File: config.mk
export PLATFORM = sky130hd
export DESIGN_NAME = seq_bit_serializer
export DESIGN_NICKNAME = d
export VERILOG_FILES = /design/src/rtl/seq_det_pkg.sv /design/src/rtl/seq_shift_reg.sv /design/src/rtl/seq_bit_serializer.sv
export SDC_FILE = /design/constraint.sdc
export NUM_CORES = 1
export LEC_CHECK = 0
export CAP_MARGIN = 5
export CELL_PAD_IN_SITES_DETAIL_PLACEMENT = 1
export CELL_PAD_IN_SITES_GLOBAL_PLACEMENT = 2
export CORE_AREA = 2 2 45 47
export CTS_CLUSTER_DIAMETER = 100
export DETAILED_ROUTE_END_ITERATION = 10
export DIE_AREA = 0 0 47 49
export PLACE_DENSITY = 0.83
export SETUP_SLACK_MARGIN = 0.3
export SYNTH_ARGS = -nofsm -noshare
export SYNTH_HDL_FRONTEND = slang
export SYNTH_HIERARCHICAL = 1
export SYNTH_SLANG_ARGS = --single-unit
File: constraint.sdc
create_clock -name clk -period 2 [get_ports clk]
set_input_delay 0.3 -clock clk [delete_from_list [all_inputs] [get_ports clk]]
set_output_delay 0.3 -clock clk [all_outputs]
set_load 0.03 [all_outputs]
File: src/rtl/seq_det_pkg.sv
`default_nettype none
// ============================================================================
// Module   : seq_det_pkg
// Brief    : Shared state encoding and detector pattern for the sequence
//            detector and its serializer feeder.
// Revision : 1.0 - initial release
// ============================================================================
package seq_det_pkg;

  localparam logic [1:0] ST_IDLE   = 2'd0;
  localparam logic [1:0] ST_SHIFT  = 2'd1;
  localparam logic [1:0] ST_PARITY = 2'd2;

  localparam int                 SEQ_LEN     = 5;
  localparam logic [SEQ_LEN-1:0] SEQ_PATTERN = 5'b11010;

  typedef enum logic [1:0] {
    S_IDLE   = ST_IDLE,
    S_SHIFT  = ST_SHIFT,
    S_PARITY = ST_PARITY
  } state_t;

endpackage
`default_nettype wire

File: src/rtl/seq_shift_reg.sv
`default_nettype none
// ============================================================================
// Module   : seq_shift_reg
// Brief    : Loadable shift register presenting one bit of a word per shift.
// Revision : 1.0 - initial release
// ============================================================================
module seq_shift_reg #(
  parameter int WIDTH     = 5,
  parameter bit MSB_FIRST = 1'b1
) (
  input  logic             clk,
  input  logic             rst,
  input  logic             load,
  input  logic             shift,
  input  logic [WIDTH-1:0] din,
  output logic             cur_bit
);

  logic [WIDTH-1:0] sr;

  generate
    if (MSB_FIRST) begin : g_msb_first
      always_ff @(posedge clk) begin
        if (rst)        sr <= '0;
        else if (load)  sr <= din;
        else if (shift) sr <= {sr[WIDTH-2:0], 1'b0};
      end
      assign cur_bit = sr[WIDTH-1];
    end else begin : g_lsb_first
      always_ff @(posedge clk) begin
        if (rst)        sr <= '0;
        else if (load)  sr <= din;
        else if (shift) sr <= {1'b0, sr[WIDTH-1:1]};
      end
      assign cur_bit = sr[0];
    end
  endgenerate

endmodule
`default_nettype wire

File: src/rtl/seq_bit_serializer.sv
`default_nettype none
// ============================================================================
// Module   : seq_bit_serializer
// Brief    : Valid/ready word input, one bit per clock on bit_out with
//            zero-bubble streaming. Define PARITY_EN to append even parity.
// Revision : 1.0 - initial release
// ============================================================================
module seq_bit_serializer
  import seq_det_pkg::*;
#(
  parameter int WIDTH     = 5,
  parameter bit MSB_FIRST = 1'b1
) (
  input  logic             clk,
  input  logic             rst,
  input  logic [WIDTH-1:0] din,
  input  logic             din_valid,
  output logic             din_ready,
  output logic             bit_out,
  output logic             bit_valid,
  output logic             busy
);

  localparam int            CW       = $clog2(WIDTH);
  localparam logic [CW-1:0] LAST_CNT = CW'(WIDTH - 1);

  state_t        state, state_nx;
  logic [CW-1:0] count;
  logic          cur_bit;
  logic          accept;
  logic          shift_en;
  logic          last_bit;
  logic          parity_bit;

`ifdef PARITY_EN
  assign last_bit = (state == S_PARITY);

  always_ff @(posedge clk) begin
    if (rst)         parity_bit <= 1'b0;
    else if (accept) parity_bit <= ^din;
  end
`else
  assign last_bit   = (state == S_SHIFT) && (count == '0);
  assign parity_bit = 1'b0;
`endif

  assign din_ready = !rst && ((state == S_IDLE) || last_bit);
  assign accept    = din_valid && din_ready;
  assign shift_en  = (state == S_SHIFT) && (count != '0);

  seq_shift_reg #(
    .WIDTH     (WIDTH),
    .MSB_FIRST (MSB_FIRST)
  ) u_shift (
    .clk     (clk),
    .rst     (rst),
    .load    (accept),
    .shift   (shift_en),
    .din     (din),
    .cur_bit (cur_bit)
  );

  always_ff @(posedge clk) begin
    if (rst) begin
      state <= S_IDLE;
      count <= '0;
    end else begin
      state <= state_nx;
      if (accept)        count <= LAST_CNT;
      else if (shift_en) count <= count - CW'(1);
    end
  end

  always_comb begin
    state_nx = S_IDLE;
    case (state)
      S_IDLE:   state_nx = accept ? S_SHIFT : S_IDLE;
      S_SHIFT: begin
        if (count != '0) state_nx = S_SHIFT;
`ifdef PARITY_EN
        else             state_nx = S_PARITY;
`else
        else             state_nx = accept ? S_SHIFT : S_IDLE;
`endif
      end
      S_PARITY: state_nx = accept ? S_SHIFT : S_IDLE;
      default:  state_nx = S_IDLE;
    endcase
  end

  // Outputs decode straight from state so the first bit shows one cycle after accept.
  always_comb begin
    bit_out   = 1'b0;
    bit_valid = 1'b0;
    case (state)
      S_SHIFT: begin
        bit_out   = cur_bit;
        bit_valid = 1'b1;
      end
      S_PARITY: begin
        bit_out   = parity_bit;
        bit_valid = 1'b1;
      end
      default: ;
    endcase
  end

  assign busy = (state != S_IDLE);

endmodule
`default_nettype wire

# Yosys cells after proc, flatten, opt, wreduce, memory -nomap -nowiden

Index checks and enable logic that the tools add are counted.
W data, S select, Z words.

Bits in registers: 10

Multiplexer cells: 9
Reductions and logical operators: 14
Eq/ne operators: 2
Add/sub/neg operators: 1

Operators with widths:

| cell                  | count |
|---|---|
| $mux W5               | 2 |
| $mux W3               | 2 |
| $reduce_or A2 Y1      | 3 |
| $logic_and A1 B1 Y1   | 4 |
| $mux W1               | 4 |
| $reduce_bool A2 Y1    | 2 |
| $logic_not A3 Y1      | 1 |
| $reduce_bool A3 Y1    | 1 |
| $sub A3 B1 Y3 const B | 1 |
| $eq A2 B1 Y1 const B  | 1 |
| $eq A2 B2 Y1 const B  | 1 |
| $logic_not A2 Y1      | 1 |
| $pmux W1 S2           | 1 |
| $logic_not A1 Y1      | 1 |
| $logic_or A1 B1 Y1    | 1 |

# Depth between registers and ports, before layout

Gate-level depths: netlist (run 1).

Depth in word-level cells: 8
Gate-level depth with buffers: 7
Mapped depth without buffers: 7

# Modules after synthesis

Netlist (run 1), hierarchy kept.

By module, submodules not included:

| module             | instances | cells an instance | seq. area each (µm²) | area each (µm²) |
|---|---|---|---|---|
| seq_bit_serializer | 1         | 26                | 80.1                 | 245.2 |
| seq_shift_reg      | 1         | 22                | 100.1                | 227.7 |

# Worst setup path after synthesis (run 1)

OpenSTA, ideal clock, no wires.

Path type: reg2reg
Start point: register count[0]
End point: register u_shift.sr[1]
Setup time: 0.086 ns
Slack: 0.394 ns
Required time: 1.914 ns
Cell stages (with the launch flop): 8
Arrival time: 1.520 ns
Cells stage by stage: dfxtp_1 inv_1 ha_1 inv_1 o21a_4 nor3b_1 inv_1 a211oi_1

Elaborated cells on any way between the ends: 9
Those cells by class: mux: 1; reduce/logical: 8

RTL lines:

| element                      | RTL line                 | RTL |
|---|---|---|
| from (decl)                  | seq_bit_serializer.sv:28 | `logic [CW-1:0] count;` |
| from (signal assigned)       | seq_bit_serializer.sv:70 | `else if (shift_en) count <= count - CW'(1);` |
| $reduce_bool A3 Y1           | seq_bit_serializer.sv:49 | `assign shift_en = (state == S_SHIFT) && (count != '0);` |
| $logic_and A1 B1 Y1          | seq_bit_serializer.sv:49 |  |
| named net shift_en           | seq_bit_serializer.sv:31 | `logic shift_en;` |
| $reduce_bool A2 Y1 (no line) | n/a                      |  |
| to (signal assigned)         | seq_shift_reg.sv:25      | `else if (load) sr <= din;` |
| to (signal assigned)         | seq_shift_reg.sv:26      | `else if (shift) sr <= {sr[WIDTH-2:0], 1'b0};` |
| to (decl)                    | seq_shift_reg.sv:19      | `logic [WIDTH-1:0] sr;` |

The timed path passes the listed nets, and every way through them passes these cells.
A chain may end at the register's enable or synchronous reset.

# Final worst setup path (run 1)

Start point: register count[0]
End point: output din_ready

Word-level cells in the longest chain between the ends: 4

RTL lines:

| element             | RTL line                 | RTL |
|---|---|---|
| $logic_not A3 Y1    | seq_bit_serializer.sv:43 | `assign last_bit = (state == S_SHIFT) && (count == '0);` |
| $logic_and A1 B1 Y1 | seq_bit_serializer.sv:43 |  |
| $logic_or A1 B1 Y1  | seq_bit_serializer.sv:47 | `assign din_ready = !rst && ((state == S_IDLE) \|\| last_bit);` |
| $logic_and A1 B1 Y1 | seq_bit_serializer.sv:47 |  |
| to (decl)           | seq_bit_serializer.sv:18 | `output logic din_ready,` |

Every way passes these cells.

==> summary.txt, run 1 <==
Status
  • Status: finished, final reports clean

Pwr
  • Maximum VDD drop: 0.268 mV
  • Comb power frac: 22.1%
  • Clk pwr share: 32.5%
  • P_int: 0.000322 W
  • NetSw: 0.000124 W
  • Switching share of power: 27.7%
  • Power Dens Cells: 678 nW/um^2
  • Register share of total power: 45.4%
  • Leakage: 0.259 nW

Synthesis
  • Synth Instances: 48
  • Synth top area share: 38.1%
  • Post-synth ARST share: 0%
  • Cell taking the most area after synthesis: dfxtp_1
  • Cell area after synthesis: 473 sq um
  • Commonest cells in the netlist: dfxtp_1 (9), a211oi_1 (6), inv_1 (4), mux2i_1 (4), nor2b_1 (4)
  • Yosys cell types: 20
  • Post-synth EDFFs: 0
  • Synthesized net count: 58
  • Register area share after synthesis: 38.1%
  • Top FF cell, synth: dfxtp_1
  • Flops & latches, synth: 9
  • Syn_area_per_cell: 9.85 sq um
  • Most numerous cell in the Yosys netlist: dfxtp_1
  • Ranking of synthesized cells by area: dfxtp_1 (38%), a211oi_1 (9.5%), mux2i_1 (8.5%)
  • Yosys Warn Count: 6

Detailed routing
  • DR vias/cell: 4.24
  • Total number of vias: 382
  • DR DRC count: 0
  • Antenna viol nets, final: 0
  • Avg WL per Cell: 11.1 microns
  • DRT Wirelength: 996 microns
  • Initial DRC Count: 0
  • Drt pass-1 iters: 1

Placed design
  • Final GP Congestion: 0.684
  • Placement Cell Area: 607 sq um
  • HPWL after DPL: 753 microns
  • I/O Buffers: 11
  • Placed cells: 85

STA
  • Finish-stage setup viols: 0
  • Skew final: 0.486 ps
  • Final clock period utilization by the worst path: 80.0%
  • Max Freq: 0.625 GHz
  • Least-Margin Pin Slew: 299 ps
  • Pins over their slew limit: 0
  • Worst relative slew slack: 80.2%
  • Minimum clock period after layout: 1600 ps
  • Final Hold Violating Endpoints: 0
  • Total negative slack: 0 ps
  • RSZ-0062 raised after global routing: false

Setup path
  • Reg-to-reg slack, setup: 440 ps
  • Reg-to-reg endpoint: u_shift/sr[0]$_SDFFE_PP0P_
  • Crit path required time: 1700 ps
  • Worst R2R Start: count[0]$_SDFFE_PP0P_
  • CP max stage delay: 320 ps
  • WS Path Type: reg -> out
  • Crit path from: count[0]$_SDFFE_PP0P_
  • WP buf/inv: 3
  • Arr. time, crit path: 1300 ps
  • Crit end category: output pin
  • Crit start category: flip-flop
  • Worst path top cell family by delay: flip-flops
  • CP max FO: 3
  • Critical Path Stages: 6
  • R2R depth: 8
  • Critical path destination: din_ready
  • Crit-path cells: inv_2 -> ha_2 -> inv_1 -> o21a_4 -> nor2_4 -> buf_6
  • Crit-path slowest cell: dfxtp_2

Die
  • CORE AREA: 1840 sq um
  • Initial Util: 25.7%
  • Die ar.: 2300 sq um
  • Number of I/O pins: 12
  • Rows: 16
  • Die Height: 49 microns
  • Die width: 47 microns

Finish
  • Fin area: 657 sq um
  • Fill count: 229
  • ANT cells: 0
  • Layout area overhead: 38.9%
  • Non-filler cells, final: 90
  • Fraction of layout cells with a size suffix above 1: 27.0%
  • Nets: 74

CTS
  • Clock sink count: 9
  • Clock-pin slew on the worst setup and hold paths: 60 ps
  • CTS tree: yes
  • Post-CTS Hold Buffers: 0
  • Clk buf depth: 2
  • TritonCTS Buffers: 3
  • Clock latency on the worst-skew pair: 260 ps
  • H-tree lvl count: 1
  • Root buffer selected by CTS: clkbuf_4

Global routing
  • Vias in the first global route: 403
  • Global-route wire length before repair: 1610 microns
  • Largest net degree at the start of global routing: 13
  • Initial antenna violation count: 0
  • Total congestion overflow: 0
  • Total GRT Usage: 10.3%

Min path
  • Hold/Removal Path Class: reg -> reg
  • Hold path start: u_shift/sr[2]$_SDFFE_PP0P_

Flow run
  • Total of max-cap violations: 0
state kept, by name (all words and copies together) (netlist names):
signal / count
u_shift/sr: 5
count: 3
state: 1
power groups by stage:
stage | combinational (W) | clock, W | sequential [W]
detailed placement | 0.0000948 | 0 | 0.000206
finish | 0.0000984 | 0.000145 | 0.000202
global route | 0.000107 | 0.000164 | 0.000204
CTS | 0.0000963 | 0.000156 | 0.000202
global placement | 0.0000926 | 0 | 0.000205
floorplan | 0.0000596 | 0 | 0.000207
stage by stage:
stage | utilization (%) | hold slack, ps | worst slack, ps | power, W
2_1_floorplan | - | 369 | 394 | 0.000266
3_3_place_gp | 32.9 | 544 | 315 | 0.000298
3_5_place_dp | 32.9 | 550 | 264 | 0.000301
4_1_cts | 34.7 | 565 | 304 | 0.000454
5_1_grt | 35.7 | 594 | 314 | 0.000476
6_report | 35.7 | 566 | 401 | 0.000446
area by class of cell:
cell class	count	area, sq um	area share, %
Multi-Input combinational cell	32	270	41.1
Sequential cell	9	181	27.6
Timing Repair Buffer	14	130	19.8
Tap cell	27	33.8	5.14
Clock buffer	4	26.3	4.00
Inverter	4	15.0	2.29
layer usage:
| layer | up-vias | wire length, microns | GRT usage [%] |
|---|---|---|---|
| met1 | 172 | 429 | 11.0 |
| met2 | 13 | 485 | 15.1 |
| met4 | 0 | 16 | 6.94 |
| li1 | 195 | - | - |
| met5 | - | 0 | 0 |
| met3 | 2 | 65 | 5.56 |
tightest hold or removal path: cells and delay by family, from the launching register on:
family	cells	cell delay (ps)
muxes	1	120
DFF	1	310
AOI/OAI and AO/OA	1	80
logic make-up after synthesis:
family                     Yosys count  synth area share, %
DFF                                  9                 38.1
AOI/OAI and AO/OA                   10                 17.5
buffers and inverters                7                 7.94
and+or+nand+nor                     14                 16.4
adders and majority gates            2                 5.29
muxes                                6                 14.8
what timing repair did:
| item | CTS | global route |
|---|---|---|
| setup endpoints to repair | 5 | 5 |
| gates resized for setup | 6 | 5 |
| setup buffers | 1 | 0 |
| pin swaps | 1 | 1 |
worst min path at each step:
stage | to | slack [ps] | cells after the start
2_1_floorplan | u_shift/sr[0]$_SDFFE_PP0P_ | 370 | 1
3_3_place_gp | u_shift/sr[0]$_SDFFE_PP0P_ | 540 | 2
3_5_place_dp | u_shift/sr[4]$_SDFFE_PP0P_ | 550 | 2
4_1_cts | u_shift/sr[4]$_SDFFE_PP0P_ | 560 | 2
5_1_grt | u_shift/sr[0]$_SDFFE_PP0P_ | 590 | 2
6_report | u_shift/sr[2]$_SDFFE_PP0P_ | 570 | 2
cell usage in the layout (no fill, tap or decap), types with 2 or more instances in the layout:
master | Yosys | routed
inv_2 | 0 | 2
buf_4 | 1 | 3
clkbuf_4 | 0 | 3
nor2b_1 | 4 | 4
mux2_4 | 2 | 2
dlygate4sd2_1 | 0 | 3
dfxtp_1 | 9 | 8
inv_1 | 4 | 2
nor2_1 | 3 | 2
nor3_1 | 3 | 3
mux2i_1 | 4 | 4
clkdlybuf4s50_1 | 0 | 7
a211oi_1 | 6 | 6
Note: power is estimated with default switching activity, not from simulation.
==> run 2: changes to the inputs <==
Settings changed: CORE_AREA 2 2 45 47 to 2 2 48 50, DIE_AREA 0 0 47 49 to 0 0 50 52, PLACE_DENSITY 0.83 to 0.78.
Clock period 2 ns to 1.33 ns, I/O delays scaled along.
==> run 2 against run 1 <==
The flow now finishes with violations (negative setup slack); clock power up 54%; core utilization up 1.9 points; sequential share of layout area down 4.2 points; critical path depth up 1; worst hold slack worse by 73 ps; final cell count up 10%; non-clock buffer count up 8; sequential cell count unchanged; die area up 13%; combinational power up 110%; register-to-register slack worse by 600 ps; global-route usage up 0.95 points; critical endpoint unchanged.
==> summary.txt, run 2 (synthesized netlist as in run 1, its figures left out) <==
Pwr
  • Power Dens Cells: 933 nW/um^2 (+38%)
  • Leakage: 0.304 nW (+18%)
  • Maximum VDD drop: 0.453 mV (+69%)

Setup path
  • Arr. time, crit path: 1350 ps (+50 ps)
  • WS Path Type: reg -> out
  • Crit start category: flip-flop
  • CP max FO: 3 (unchanged)
  • Crit end category: output pin
  • Crit path required time: 1130 ps (-570 ps)

STA
  • Final Hold Violating Endpoints: 0 (unchanged)
  • WHS: 493 ps (-72.6 ps)
  • Worst relative slew slack: 81.4% (+1.2 points)
  • Max Freq: 0.646 GHz
  • Total negative slack: -1230 ps (-1230 ps)
  • Pins over their slew limit: 0 (unchanged)
  • Fin worst setup slack: -218 ps (-619 ps)
  • Minimum clock period after layout: 1550 ps
  • RSZ-0062 raised after global routing: true
  • Least-Margin Pin Slew: 279 ps (-19.6 ps)
  • Skew final: 4.90 ps (+4.42 ps)
  • Finish-stage setup viols: 9 (+9)
  • Final clock period utilization by the worst path: 116%

Global routing
  • Global-route wire length before repair: 2110 microns (+31%)
  • Total congestion overflow: 0 (unchanged)
  • Vias in the first global route: 466 (+16%)
  • Total GRT Usage: 11.3% (+0.95 points)
  • Initial antenna violation count: 0 (unchanged)
  • Largest net degree at the start of global routing: 13 (unchanged)

CTS
  • Post-CTS Hold Buffers: 0 (unchanged)
  • Clock sink count: 9 (unchanged)
  • Clock-pin slew on the worst setup and hold paths: 70 ps (about the same)
  • CTS tree: yes
  • H-tree lvl count: 1 (unchanged)
  • TritonCTS Buffers: 3 (unchanged)
  • Clk buf depth: 2 (unchanged)
  • Clock latency on the worst-skew pair: 270 ps (about the same)
  • Root buffer selected by CTS: clkbuf_4

Die
  • CORE AREA: 2110 sq um (+14%)
  • Die width: 50 microns (+6.4%)
  • Rows: 17 (+1)
  • Number of I/O pins: 12 (unchanged)
  • Initial Util: 22.5% (-3.2 points)
  • Die ar.: 2600 sq um (+13%)
  • Die Height: 52 microns (+6.1%)

Status
  • Status: finished with violations
  • Failing checks: negative setup slack

Detailed routing
  • Drt pass-1 iters: 2 (+1)
  • Antenna viol nets, final: 0 (unchanged)
  • DR vias/cell: 4.27 (+0.67%)
  • Avg WL per Cell: 12.3 microns (+11%)
  • Total number of vias: 423 (+11%)
  • DRT Wirelength: 1210 microns (+22%)
  • Initial DRC Count: 1 (+1)
  • DR DRC count: 0 (unchanged)

Finish
  • Nets: 82 (+11%)
  • Layout area overhead: 67.5%
  • Non-filler cells, final: 99 (+10%)
  • Largest registers: u_shift/sr x5, count x3, state x1
  • Most flops, register: u_shift/sr
  • Most frequent cells in the layout: buf_4 (9), dfxtp_1 (7), clkdlybuf4s50_1 (7)
  • ANT cells: 0 (unchanged)
  • Max FFs per register: 5 (unchanged)
  • Most common cell after layout, fill and taps aside: buf_4
  • Fraction of layout cells with a size suffix above 1: 53.5% (+27 points)

Placed design
  • I/O Buffers: 11 (unchanged)
  • Final GP Congestion: 0.717 (+4.9%)
  • Placed cells: 89 (+4.7%)
  • HPWL after DPL: 811 microns (+7.7%)

Min path
  • Hold/Removal Path Class: in -> reg

Flow run
  • Total of max-cap violations: 0 (unchanged)
## run 2: cell types whose count changed in the layout (fill, tap and decap cells not counted), sizes merged
cell,before,now
buf,4,15
dlygate4sd2,3,0
## run 2: worst max-delay path, cell delays in order (launching register included)
cell and delay, ps:
dfxtp_1 310, inv_2 70, ha_4 130, inv_2 40, o21a_4 210, buf_8 120
nor2_4 70, buf_6 130
## run 2: stage by stage
stage	total power [W]	utilization (%)	area, sq um	setup WS [ps]
6_report	0.000739	37.6	792	-218
5_1_grt	0.000792	37.6	792	-297
4_1_cts	0.000730	36.3	764	-229
3_5_place_dp	0.000472	31.0	653	-206
3_3_place_gp	0.000467	31.0	653	-168
2_1_floorplan	0.000411	-	498	-73.6
## run 2: final timing paths
kind / startpoint / to / slack [ps] / cells after the start
max: count[1]$_SDFFE_PP0P_ / din_ready / -220 / 7
min: din[0] / u_shift/sr[0]$_SDFFE_PP0P_ / 490 / 3
max reg2reg: count[1]$_SDFFE_PP0P_ / u_shift/sr[3]$_SDFFE_PP0P_ / -160 / 8
min reg2reg: state[0]$_SDFF_PP0_ / count[2]$_SDFFE_PP0P_ / 510 / 1
## run 2: what timing repair did
action | 4_1_cts | 5_1_grt
endpoints found under the setup margin | 13 | 13
resized for setup | 27 | 5
setup buffers | 5 | 1
pin swaps | 6 | 4
hold endpoints to repair | 0 | 0
## run 2: power breakdown
group	internal [W]	switching, W	leakage [nW]	total, W
combinational	0.000120	0.0000893	0.214	0.000209
sequential	0.000290	0.0000161	0.0752	0.000306
clock	0.000116	0.000107	0.0150	0.000224
## run 2: layer usage
| metal | up-vias | GRT usage, % | routed length, microns |
|---|---|---|---|
| li1 | 212 | - | - |
| met1 | 199 | 11.6 | 489 |
| met2 | 12 | 20.6 | 668 |
| met3 | 0 | 4.31 | 55 |
| met4 | 0 | 4.17 | 0 |
| met5 | - | 0 | 0 |
## run 2: layout make-up
type,count,area (sq um)
clock buffer,4,26.3
fill,234,1310
inverter,4,15.0
multi-input combinational,32,322
sequential,9,185
tap,28,35.0
timing repair buffer,22,209
==> run 3: changes to the inputs <==
Settings changed: CORE_AREA 2 2 48 50 to 2 2 57 43, DIE_AREA 0 0 50 52 to 0 0 59 45, HOLD_SLACK_MARGIN set to 0.1.
Clock period 1.33 ns to 1.39 ns, I/O delays scaled along.
==> run 3 against run 2 <==
Non-clock buffer count increased by 6; core utilization increased by 2.6 points; critical path depth unchanged; design area increased by 5.1%; via count increased by 4.3%; die area increased by 2.1%; first-iteration DRC count increased by 100%; clock power decreased by 9.8%; the flow still finishes with violations (negative setup slack); critical endpoint unchanged; register-to-register slack improved by 20 ps; total power decreased by 3.4%; routed wire length increased by 12%.
==> summary.txt, run 3 (synthesized netlist as in run 1, its figures left out) <==
Status
  • Status: finished with violations
  • Failing checks: negative setup slack

Detailed routing
  • Avg WL per Cell: 13.4 microns (+9.5%)
  • Total number of vias: 441 (+4.3%)
  • DRT Wirelength: 1360 microns (+12%)
  • DR vias/cell: 4.37 (+2.2%)
  • Initial DRC Count: 2 (+1)
  • Antenna viol nets, final: 0 (unchanged)
  • Drt pass-1 iters: 2 (unchanged)
  • DR DRC count: 0 (unchanged)

Setup path
  • Crit path required time: 1180 ps (+50 ps)
  • Worst path top cell family by delay: buffers and inverters
  • CP max stage delay: 330 ps (+20 ps)
  • CP max FO: 3 (unchanged)
  • Crit-path slowest cell: dfxtp_2
  • Arr. time, crit path: 1350 ps (about the same)
  • WS Path Type: reg -> out
  • Crit-path cells: inv_2 -> ha_4 -> inv_2 -> o21a_4 -> buf_6 -> nor2_4 -> buf_6
  • Crit end category: output pin
  • Crit start category: flip-flop
  • Reg-to-reg slack, setup: -140 ps (+20 ps)
  • WP buf/inv: 4 (unchanged)

CTS
  • Clk buf depth: 2 (unchanged)
  • Root buffer selected by CTS: clkbuf_4
  • H-tree lvl count: 1 (unchanged)
  • Clock sink count: 9 (unchanged)
  • Clock-pin slew on the worst setup and hold paths: 60 ps (about the same)
  • CTS tree: yes
  • Clock latency on the worst-skew pair: 260 ps (about the same)
  • TritonCTS Buffers: 3 (unchanged)

Placed design
  • HPWL after DPL: 901 microns (+11%)
  • Setup WS pre-CTS: -141 ps (+64.5 ps)
  • Final GP Congestion: 0.693 (-3.3%)
  • Placement Cell Area: 673 sq um (+3.1%)
  • I/O Buffers: 11 (unchanged)

Pwr
  • P_int: 0.000516 W (-1.9%)
  • Register share of total power: 41.1% (-0.3 points)
  • Clk pwr share: 28.3% (-2.0 points)
  • Power Dens Cells: 858 nW/um^2 (-8.0%)
  • Maximum VDD drop: 0.350 mV (-23%)
  • Leakage: 0.338 nW (+11%)
  • NetSw: 0.000198 W (-7.0%)
  • Comb power frac: 30.6% (+2.3 points)
  • Switching share of power: 27.8% (-1.1 points)
  • Pwr Total: 0.000714 W (-3.4%)

STA
  • Least-Margin Pin Slew: 260 ps (-18.8 ps)
  • Total negative slack: -937 ps (+297 ps)
  • Worst relative slew slack: 82.6% (+1.3 points)
  • Pins over their slew limit: 0 (unchanged)
  • Final Hold Violating Endpoints: 0 (unchanged)
  • Finish-stage setup viols: 9 (unchanged)
  • Max Freq: 0.643 GHz
  • Fin worst setup slack: -166 ps (+51.6 ps)
  • Minimum clock period after layout: 1560 ps
  • RSZ-0062 raised after global routing: true
  • Skew final: 2.53 ps (-2.37 ps)
  • Final clock period utilization by the worst path: 112%
  • WHS: 519 ps (+26.3 ps)

Finish
  • Largest registers: u_shift/sr x5, count x3, state x1
  • Most flops, register: u_shift/sr
  • Fraction of layout cells with a size suffix above 1: 62.3% (+8.8 points)
  • Fin area: 832 sq um (+5.1%)
  • Max FFs per register: 5 (unchanged)
  • Nets: 88 (+7.3%)
  • Most frequent cells in the layout: buf_4 (14), clkdlybuf4s50_1 (7), dfxtp_1 (6)
  • Layout area overhead: 75.9%
  • Most common cell after layout, fill and taps aside: buf_4
  • ANT cells: 0 (unchanged)
  • Fill count: 251 (+7.3%)

Global routing
  • Initial antenna violation count: 0 (unchanged)
  • Global-route wire length before repair: 2190 microns (+3.6%)
  • Largest net degree at the start of global routing: 13 (unchanged)
  • Total congestion overflow: 0 (unchanged)
  • Total GRT Usage: 12.1% (+0.80 points)
  • Vias in the first global route: 494 (+6.0%)

Die
  • Rows: 14 (-3)
  • CORE AREA: 2070 sq um (-1.8%)
  • Die ar.: 2660 sq um (+2.1%)
  • Die width: 59 microns (+18%)
  • Initial Util: 22.9% (+0.42 points)
  • Die Height: 45 microns (-13%)
  • Number of I/O pins: 12 (unchanged)

Flow run
  • Total of max-cap violations: 0 (unchanged)

Min path
  • Hold/Removal Path Class: in -> reg
## run 3: cell type report
class	instances	area, sq um	share of cell area (%)
clock buffer	4	26.3	3.16
timing repair buffer	28	241	29.0
inverter	4	15.0	1.80
multi-input combinational	32	335	40.3
tap	24	30.0	3.61
sequential	9	184	22.1
## run 3: worst min-delay path, cell delays in order
cell and delay (ps):
clkdlybuf4s50_1 400, nand2_1 60, a21oi_1 60
## run 3: worst paths after layout
check	from	to	cells past startpoint
worst min-delay path	din[0]	u_shift/sr[0]$_SDFFE_PP0P_	3
worst max register to register	count[0]$_SDFFE_PP0P_	count[0]$_SDFFE_PP0P_	8
worst min register to register	u_shift/sr[4]$_SDFFE_PP0P_	u_shift/sr[4]$_SDFFE_PP0P_	2
worst max-delay path	count[0]$_SDFFE_PP0P_	din_ready	7
## run 3: per-layer routing
layer,part of all wire [%],GRT usage (%),vias to the layer above,routed length [microns]
met2,47,19.3,11,640
li1,-,-,225,-
met1,46,13.5,203,630
met3,3.7,4.58,2,50
met4,2.5,8.18,0,34
met5,0,0,-,0
## run 3: power by group through the flow
stage | Sequential [W] | Combinational [W] | Clock (W)
floorplan | 0.000298 | 0.0000950 | 0
global placement | 0.000296 | 0.000165 | 0
detailed placement | 0.000297 | 0.000166 | 0
CTS | 0.000293 | 0.000213 | 0.000213
global route | 0.000296 | 0.000235 | 0.000228
finish | 0.000293 | 0.000218 | 0.000202
## run 3: per-stage QoR
stage	util, %	std cells
floorplan	-	48
global placement	32.6	88
detailed placement	32.6	88
CTS	39.3	100
global route	40.3	101
finish	40.3	101
## run 3: timing repair
action / in CTS / in global routing
setup endpoints to repair: 13 / 11
cloned: 0 / 0
buffers inserted: 8 / 1
hold buffers: 0 / 0
pin swaps: 8 / 3
resized for setup: 34 / 3
